==> config.mk <==
export PLATFORM = sky130hd
export DESIGN_NAME = regfile_dump
export DESIGN_NICKNAME = d
export VERILOG_FILES = /design/src/rtl/regfile_dump.sv
export SDC_FILE = /design/constraint.sdc
export NUM_CORES = 1
export LEC_CHECK = 0
export ABC_AREA = 1
export CORE_MARGIN = 4
export CORE_UTILIZATION = 33
export DETAILED_ROUTE_END_ITERATION = 8
export GPL_TIMING_DRIVEN = 0
export PLACE_DENSITY = 0.59
export RECOVER_POWER = 25
export SYNTH_ARGS = -nofsm -noshare
export SYNTH_HDL_FRONTEND = slang
export SYNTH_SLANG_ARGS = --single-unit
==> constraint.sdc <==
create_clock -name clk -period 3 [get_ports clk]
set_input_delay 0.45 -clock clk [delete_from_list [all_inputs] [get_ports clk]]
set_output_delay 0.45 -clock clk [all_outputs]
set_load 0.02 [all_outputs]
==> src/rtl/regfile_dump.sv <==
// Purpose: halts the core, walks the register file and streams a framed snapshot (hdr, data LSB-first, checksum).
// Latency: halt_req one edge after start; header one edge after halted; one LOAD gap cycle before each register.
// Backpressure: tx_valid/tx_data held until tx_valid & tx_ready; tx_valid never depends on tx_ready.
module regfile_dump #(
    parameter int          NREGS    = 16,
    parameter int          DATA_W   = 32,
    parameter int          IDX_W    = 4,
    parameter logic [7:0]  HDR_BYTE = 8'hA5
) (
    input  logic              clk,
    input  logic              reset_n,
    input  logic              start,
    output logic              halt_req,
    input  logic              halted,
    output logic [IDX_W-1:0]  ra,
    input  logic [DATA_W-1:0] rd,
    output logic              tx_valid,
    input  logic              tx_ready,
    output logic [7:0]        tx_data,
    output logic              busy,
    output logic              done
);

    localparam int NBYTES = DATA_W / 8;
    localparam int CNT_W  = (NBYTES > 1) ? $clog2(NBYTES) : 1;
    localparam logic [CNT_W-1:0] LAST_BYTE = CNT_W'(NBYTES - 1);
    localparam logic [IDX_W-1:0] LAST_IDX  = IDX_W'(NREGS - 1);

    typedef enum logic [2:0] {
        S_IDLE,
        S_HALT,
        S_HDR,
        S_LOAD,
        S_SEND,
        S_CSUM,
        S_DONE
    } state_t;

    state_t             state_q, state_d;
    logic [IDX_W-1:0]   idx_q, idx_d;
    logic [CNT_W-1:0]   byte_cnt_q, byte_cnt_d;
    logic [DATA_W-1:0]  shift_q, shift_d;
    logic [7:0]         csum_q, csum_d;
    logic               halt_req_q, halt_req_d;
    logic               tx_valid_q, tx_valid_d;
    logic [7:0]         tx_data_q, tx_data_d;
    logic               busy_q, busy_d;
    logic               done_q, done_d;

    logic               xfer;
    logic [DATA_W-1:0]  shifted;
    logic [7:0]         csum_next;

    assign xfer      = tx_valid_q & tx_ready;
    assign shifted   = shift_q >> 8;
    assign csum_next = csum_q + tx_data_q;

    // Next-state and next-output computation; every output is registered from these.
    always_comb begin
        state_d    = state_q;
        idx_d      = idx_q;
        byte_cnt_d = byte_cnt_q;
        shift_d    = shift_q;
        csum_d     = csum_q;
        tx_valid_d = tx_valid_q;
        tx_data_d  = tx_data_q;

        case (state_q)
            S_IDLE: begin
                if (start) begin
                    state_d = S_HALT;
                    idx_d   = '0;   // keeps ra parked at 0 while waiting for the halt ack
                    csum_d  = '0;
                end
            end
            S_HALT: begin
                if (halted) begin
                    state_d    = S_HDR;
                    tx_valid_d = 1'b1;
                    tx_data_d  = HDR_BYTE;
                end
            end
            S_HDR: begin
                if (xfer) begin
                    state_d    = S_LOAD;
                    idx_d      = '0;
                    csum_d     = '0;
                    tx_valid_d = 1'b0;
                end
            end
            S_LOAD: begin
                // ra has been stable since the previous edge, so rd is settled here.
                shift_d    = rd;
                tx_data_d  = rd[7:0];
                byte_cnt_d = '0;
                tx_valid_d = 1'b1;
                state_d    = S_SEND;
            end
            S_SEND: begin
                if (xfer) begin
                    csum_d = csum_next;
                    if (byte_cnt_q != LAST_BYTE) begin
                        shift_d    = shifted;
                        tx_data_d  = shifted[7:0];
                        byte_cnt_d = byte_cnt_q + CNT_W'(1);
                    end else if (idx_q != LAST_IDX) begin
                        idx_d      = idx_q + IDX_W'(1);
                        tx_valid_d = 1'b0;
                        state_d    = S_LOAD;
                    end else begin
                        // Checksum byte already includes the byte just accepted.
                        tx_data_d = csum_next;
                        state_d   = S_CSUM;
                    end
                end
            end
            S_CSUM: begin
                if (xfer) begin
                    tx_valid_d = 1'b0;
                    state_d    = S_DONE;
                end
            end
            S_DONE: begin
                state_d = S_IDLE;
            end
            default: begin
                state_d    = S_IDLE;
                tx_valid_d = 1'b0;
            end
        endcase
    end

    // Status outputs follow the state being entered so they are registered alongside it.
    assign halt_req_d = (state_d != S_IDLE) && (state_d != S_DONE);
    assign busy_d     = (state_d != S_IDLE);
    assign done_d     = (state_d == S_DONE);

    // State and output registers; reset aborts any frame in progress.
    always_ff @(posedge clk or negedge reset_n) begin
        if (!reset_n) begin
            state_q    <= S_IDLE;
            idx_q      <= '0;
            byte_cnt_q <= '0;
            shift_q    <= '0;
            csum_q     <= '0;
            halt_req_q <= 1'b0;
            tx_valid_q <= 1'b0;
            tx_data_q  <= '0;
            busy_q     <= 1'b0;
            done_q     <= 1'b0;
        end else begin
            state_q    <= state_d;
            idx_q      <= idx_d;
            byte_cnt_q <= byte_cnt_d;
            shift_q    <= shift_d;
            csum_q     <= csum_d;
            halt_req_q <= halt_req_d;
            tx_valid_q <= tx_valid_d;
            tx_data_q  <= tx_data_d;
            busy_q     <= busy_d;
            done_q     <= done_d;
        end
    end

    assign ra       = idx_q;
    assign halt_req = halt_req_q;
    assign tx_valid = tx_valid_q;
    assign tx_data  = tx_data_q;
    assign busy     = busy_q;
    assign done     = done_q;

endmodule
==> results of run 1 <==
==> layout by cell type (no fill, tap or decap), drive strengths merged, types with 2 or more instances in the layout <==
| master | count |
|---|---|
| o31ai | 2 |
| ha | 10 |
| nand3 | 26 |
| clkbuf | 8 |
| dfrtp | 53 |
| nand4 | 2 |
| a21oi | 22 |
| o22ai | 4 |
| a22oi | 2 |
| nand2 | 83 |
| buf | 13 |
| o21a | 3 |
| o21ai | 37 |
| inv | 58 |
| a31oi | 2 |
| o211ai | 14 |
| nor2 | 26 |
| xor2 | 3 |
| clkdlybuf4s50 | 51 |
| xnor2 | 3 |
==> flip-flops by register name, indices dropped and copies added (netlist names) <==
signal / count
shift_q: 24
csum_q: 8
tx_data: 8
ra: 4
state_q: 3
byte_cnt_q: 2
busy: 1
done: 1
halt_req: 1
tx_valid: 1
==> power breakdown <==
part / total (mW) / internal (mW) / switching, mW
Combinational: 2.08 / 0.823 / 1.25
Clock: 0.520 / 0.272 / 0.248
Sequential: 1.20 / 1.03 / 0.176
==> kinds of logic after synthesis <==
logic type | count (synthesis) | share of synthesized area [%]
AO/OA/AOI/OAI | 87 | 20.24
XOR/XNOR | 6 | 1.714
adder cells (fa/ha/maj) | 11 | 4.733
buffers and inverters | 71 | 10.16
flip-flops | 53 | 43.25
AND/OR/NAND/NOR | 141 | 19.91
==> cell usage after synthesis, drive strengths merged <==
master	count	area share, %
a21oi	22	3.6
a22oi	2	0.49
and3	1	0.20
o31ai	2	0.49
nor2	26	3.4
o22ai	4	0.82
xnor2	3	0.86
o21a	3	0.73
buf	12	2.9
nor3	1	0.16
clkbuf	1	0.12
o21ai	37	7.8
a31oi	2	0.41
o211ai	14	5.7
ha	10	4.1
nand2	83	10
a21o	1	0.24
or2	1	0.20
inv	58	7.1
nand3	26	4.9
dfrtp	53	43
nor2b	1	0.20
fa	1	0.65
nand4	2	0.41
xor2	3	0.86
==> cell type report <==
cell class | instances | area share, %
Multi-Input combinational cell | 245 | 37.05
Sequential cell | 53 | 34.39
Timing Repair Buffer | 53 | 13.85
Inverter | 58 | 5.646
Tap cell | 108 | 3.504
Buffer | 13 | 2.433
Clock buffer | 6 | 2.141
Clock inverter | 2 | 0.9734
==> per-stage QoR <==
| step | setup slack [ns] | hold slack [ns] |
|---|---|---|
| 6_report | 1.099 | 0.2874 |
| 5_1_grt | 0.9574 | 0.3802 |
| 4_1_cts | 1.074 | 0.07312 |
| 3_5_place_dp | 0.7729 | 0.4208 |
| 3_3_place_gp | -0.2375 | 0.4940 |
| 2_1_floorplan | 1.247 | 0.1544 |
==> path summary, 6_finish.rpt <==
| path | from | depth (start not counted) | slack [ns] | end |
|---|---|---|---|---|
| max | tx_ready | 7 | 1.10 | ra[3] |
| max in group asynchronous | reset_n | 2 | 1.98 | tx_data[4] |
| max reg2reg | tx_data[0] | 6 | 1.13 | tx_data[2] |
| min | reset_n | 1 | 0.29 | shift_q[31] |
| min in group clk | shift_q[9] | 1 | 0.52 | shift_q[9] |
| min reg2reg | shift_q[9] | 1 | 0.52 | shift_q[9] |
==> routing by layer <==
layer | global-route usage [%] | share of wire [%] | vias up
met1 | 17.99 | 47 | 1183
met4 | 4.843 | 1.4 | 0
met3 | 1.800 | 2.9 | 8
met5 | 0 | 0 | -
met2 | 24.91 | 49 | 45
li1 | - | - | 1318
==> impl_metrics.csv, run 1 <==
group,metric,value,unit
grt,antenna_found_initial,0,
grt,grtUsageTotal,14.22,%
power,p_per_area,985.2,nW/um^2
placed_design,place_congestion,0.8812,
placed_design,numPortBuffers,52,
timing,finalClockSkew,0.004697,ns
detailed_routing,dr.first_iter.drc_count,127,
detailed_routing,post-route-drc-count,0,
worst_setup_path,arrival,2.12,ns
die,die_y,104.4,um
timing,period_needed,1.901,ns
timing,fin_crit_sh,63.37,%
worst_hold_path,hp-class,"in2async",
worst_setup_path,start_kind,"input pin",
worst_setup_path,crit_chain,"clkdlybuf4s50_1, nand2_1, inv_1, nand2_1, o21ai_2, nand2_2, o31ai_1",
clock_tree,clock_path_buffers,2,
worst_setup_path,critPathBufInv,2,
detailed_routing,vias,2554,
final_layout,stdcell_count,538,
logic_synthesis,synth_warnings,0,
final_layout,final_nets,477,
timing,max_freq,526.0,MHz
timing,timing.slew.headroom,30.72,%
worst_setup_path,crit_top_cell,"nand2_1",
clock_tree,cts_sinks,53,
grt,grt_pass1_vias,2637,
die,fp.dieW,104.4,um
clock_tree,cts_resized,0,
job,maxCapViolCount,0,
die,coreArea,8891,sq um
final_layout,final_util,43.37,%
detailed_routing,postRouteAntennaNets,0,
worst_setup_path,critPathSlowestCell,"clkdlybuf4s50_1",
clock_tree,numCtsBuffers,5,
final_layout,final_area,3856,sq um
worst_setup_path,required,3.22,ns
outcome,status,"complete, no violations",
worst_setup_path,crit_family,"compound AO/OA/AOI/OAI gates",
die,design.die.area,10900,sq um
grt,grt-ovfl-total,0,
timing,finalHoldViolCount,0,
clock_tree,cts_tree,"done",
timing,tns,0,ns
detailed_routing,wirelength,7497,um
final_layout,multiInputGateArea,1429,sq um
clock_tree,cts_root_buf,"clkbuf_8",
detailed_routing,vias_per_cell,4.747,
final_layout,regArea,1326,sq um
timing,tightest_slew,1.039,ns
detailed_routing,wl_per_cell,13.93,um
worst_setup_path,crit_type,"in2reg",
detailed_routing,firstDrtPassIters,4,
clock_tree,clkTransAtPathRegs,0.10,ns
logic_synthesis,syn_inst,369,
die,floorplan.initialDensity,34.49,%
clock_tree,postCtsSetupRepairBufs,0,
logic_synthesis,yosysSeqAreaShare,43.25,%
power,p_leak,1.750,nW
clock_tree,postCtsHoldBufs,0,
final_layout,nFillCells,885,
logic_synthesis,synthesis.nets,417,
worst_setup_path,crit_fanout,9,
die,rows,34,
power,peakVddDrop,0.4015,mV
final_layout,syn_to_final_growth,25.74,%
clock_tree,htree_levels,2,
placed_design,placedCellCount,530,
placed_design,place_area,3737,sq um
final_layout,drive_gt1_share,14.65,%
timing,drv_slew,0,
die,ios,53,
timing,rsz0062_at_grt,"false",
worst_setup_path,endpoint_kind,"flop",
logic_synthesis,avgSynthCellArea,8.311,sq um
power,power.total,3.799,mW
logic_synthesis,synth_cell_types,34,
clock_tree,insertion_delay,0.31,ns
worst_setup_path,slowest_delay,0.45,ns
grt,grt_pass1_wl,12670,um
timing,setup_viol,0,
final_layout,diodes,0,
placed_design,dp_hpwl,5747,um
logic_synthesis,netlist_area,3067,sq um
grt,grt_max_degree,38,
logic_synthesis,synth-seq-cells,53,
No activity file was read; power rests on OpenSTA's default activity.
==> run 2, diff against run 1 <==
Settings changed: PLACE_DENSITY 0.59 to 0.61.
Clock period 3 ns to 1.6 ns, I/O delays scaled along.
==> run 2 against run 1 <==
  * Critical endpoint is now tx_data[4]
  * Register-to-register slack got worse by 1.2 ns
  * Setup slack worse by 1.1 ns
  * The flow now finishes with violations (setup timing)
  * Non-clock buffer count grew 16
  * Largest cell class unchanged
  * Routed wire length up 11%
  * Worst hold slack improved by 0.17 ns
  * Sequential share of layout area is 3.1 points lower
  * Critical path depth unchanged
  * Flip-flop and latch count did not move
  * Final cell count rose by 3.2%
  * Utilization rose by 4.4 points
  * Critical path type is now reg2reg
  * Clock-buffer cell count increased by 2
  * Die area unchanged
  * Highest routed layer unchanged
==> impl_metrics.csv, run 2 (same netlist as run 1, synthesis figures left out) <==
group,metric,value,unit
die,ios,53,
clock_tree,cts_sinks,53,
timing,finalClockSkew,0.01619,ns
final_layout,regArea,1330,sq um
worst_setup_path,crit_fanout,3,
placed_design,place_congestion,0.8969,
final_layout,layout_common_cells,"nand2_1, inv_1, dfrtp_1",
detailed_routing,vias,2751,
timing,timing.slew.headroom,64.71,%
timing,whs,0.4596,ns
outcome,violations,"setup timing",
final_layout,final_nets,494,
timing,setup_viol,2,
detailed_routing,firstDrtPassIters,4,
worst_setup_path,start_kind,"flop",
detailed_routing,dr.first_iter.drc_count,132,
die,design.die.area,10900,sq um
worst_setup_path,critPathSlowestCell,"dfrtp_2",
final_layout,largest_reg_flops,24,
placed_design,pre_cts_ws,-0.4317,ns
detailed_routing,post-route-drc-count,0,
clock_tree,clkTransAtPathRegs,0.11,ns
worst_setup_path,critPathBufInv,0,
die,fp.dieW,104.4,um
final_layout,multiInputGateArea,1642,sq um
clock_tree,htree_levels,2,
final_layout,stdcell_count,555,
detailed_routing,wirelength,8335,um
timing,max_freq,612.5,MHz
worst_setup_path,required,1.81,ns
timing,finalHoldViolCount,0,
power,peakVddDrop,0.6170,mV
worst_setup_path,crit_top_cell,"nand2_1",
final_layout,regMostFlops,"shift_q",
power,p_per_area,1888,nW/um^2
worst_setup_path,crit_type,"reg2reg",
worst_setup_path,ff2ff_path_depth,7,
grt,grt-ovfl-total,0,
worst_setup_path,path_depth,7,
grt,grt_pass1_wl,13740,um
timing,rsz0062_at_grt,"true",
outcome,status,"finished, violations left",
die,rows,34,
timing,fin_ws,-0.03261,ns
final_layout,nFillCells,844,
final_layout,syn_to_final_growth,38.47,%
power,p_leak,1.929,nW
power,power.total,8.017,mW
die,die_y,104.4,um
worst_hold_path,hp-class,"in2async",
timing,tightest_slew,0.5294,ns
worst_setup_path,crit_chain,"ha_4, fa_2, a21oi_2, xor2_1, nand2_1, nand2_1, a21oi_1",
clock_tree,numCtsBuffers,5,
grt,grtUsageTotal,15.37,%
clock_tree,cts_root_buf,"clkbuf_8",
detailed_routing,postRouteAntennaNets,0,
placed_design,dp_hpwl,5950,um
timing,period_needed,1.633,ns
clock_tree,insertion_delay,0.32,ns
worst_setup_path,slowest_delay,0.45,ns
placed_design,placedCellCount,530,
grt,grt_max_degree,34,
placed_design,numPortBuffers,52,
detailed_routing,vias_per_cell,4.957,
detailed_routing,wl_per_cell,15.02,um
timing,tns,-0.06336,ns
worst_setup_path,arrival,1.84,ns
job,maxCapViolCount,0,
final_layout,drive_gt1_share,25.73,%
final_layout,final_common_cell,"nand2_1",
clock_tree,cts_tree,"done",
die,floorplan.initialDensity,34.49,%
timing,drv_slew,0,
worst_setup_path,endpoint_kind,"flop",
final_layout,diodes,0,
grt,antenna_found_initial,0,
grt,grt_pass1_vias,2871,
die,coreArea,8891,sq um
clock_tree,clock_path_buffers,2,
worst_setup_path,crit_family,"adder cells",
timing,fin_crit_sh,102.0,%
[run 2: cell types whose count changed in the layout (fill, tap and decap cells not counted), sizes merged]
cell,delta
dlymetal6s2s,+7
buf,+15
clkdlybuf4s50,-13
inv,-1
clkbuf,+2
dlygate4sd3,+1
dlygate4sd2,+6
bufinv,-1
clkinv,+1
[run 2: final cells by class]
| cell class | instances | share of cell area [%] |
|---|---|---|
| repair buffers | 70 | 16.00 |
| plain buffers | 12 | 3.123 |
| repair inverters | 1 | 0.1768 |
| multi-input cells | 245 | 38.66 |
| clock buffers | 8 | 2.121 |
| well taps | 108 | 3.182 |
| inverters | 58 | 5.421 |
| flip-flops and latches | 53 | 31.32 |
[run 2: power by group]
part           internal, mW  leakage, nW  total [mW]  switching (mW)
sequential             1.93        0.655        2.33           0.400
clock                 0.355       0.0455       0.809           0.454
combinational          2.17         1.23        4.87            2.71
total                  4.46         1.93        8.02            3.56
[run 2: per-stage QoR]
step | area (sq um) | util (%)
after global placement | 3750 | 42.18
final | 4247 | 47.76
after detailed placement | 3765 | 42.34
after global routing | 4247 | 47.76
after floorplan | 3094 | -
after CTS | 3981 | 44.78
[run 2: final timing paths]
kind                            startpoint     endpoint  slack, ns
worst min-delay path               reset_n  shift_q[23]       0.46
max in group asynchronous          reset_n   tx_data[1]       0.21
worst min register to register  shift_q[9]   shift_q[9]       0.50
worst max register to register  tx_data[0]   tx_data[4]      -0.03
worst max-delay path            tx_data[0]   tx_data[4]      -0.03
min in group clk                    rd[31]  shift_q[31]       0.49
[run 2: routing by layer]
metal / share of wire [%] / wire [um] / global-route usage [%]
met2: 53 / 4393 / 28.00
met5: 0 / 0 / 0
met3: 3.8 / 318 / 1.986
met1: 42 / 3490 / 18.89
met4: 1.6 / 133 / 4.368
[run 2: timing repair]
| action | in CTS | in global routing |
|---|---|---|
| gates cloned | 1 | 0 |
| buffers inserted | 7 | 9 |
| hold buffers | 1 | 0 |
| hold endpoints to repair | 20 | 0 |
| endpoints found under the setup margin | 48 | 50 |
| pin swaps | 8 | 14 |
| gates resized for setup | 24 | 56 |
==> run 3, diff against run 2 <==
Settings changed: ABC_CLOCK_PERIOD_IN_PS set to 1600.
==> results of run 3 <==
No change in the layout: final DEF, timing and power equal those of run 2.
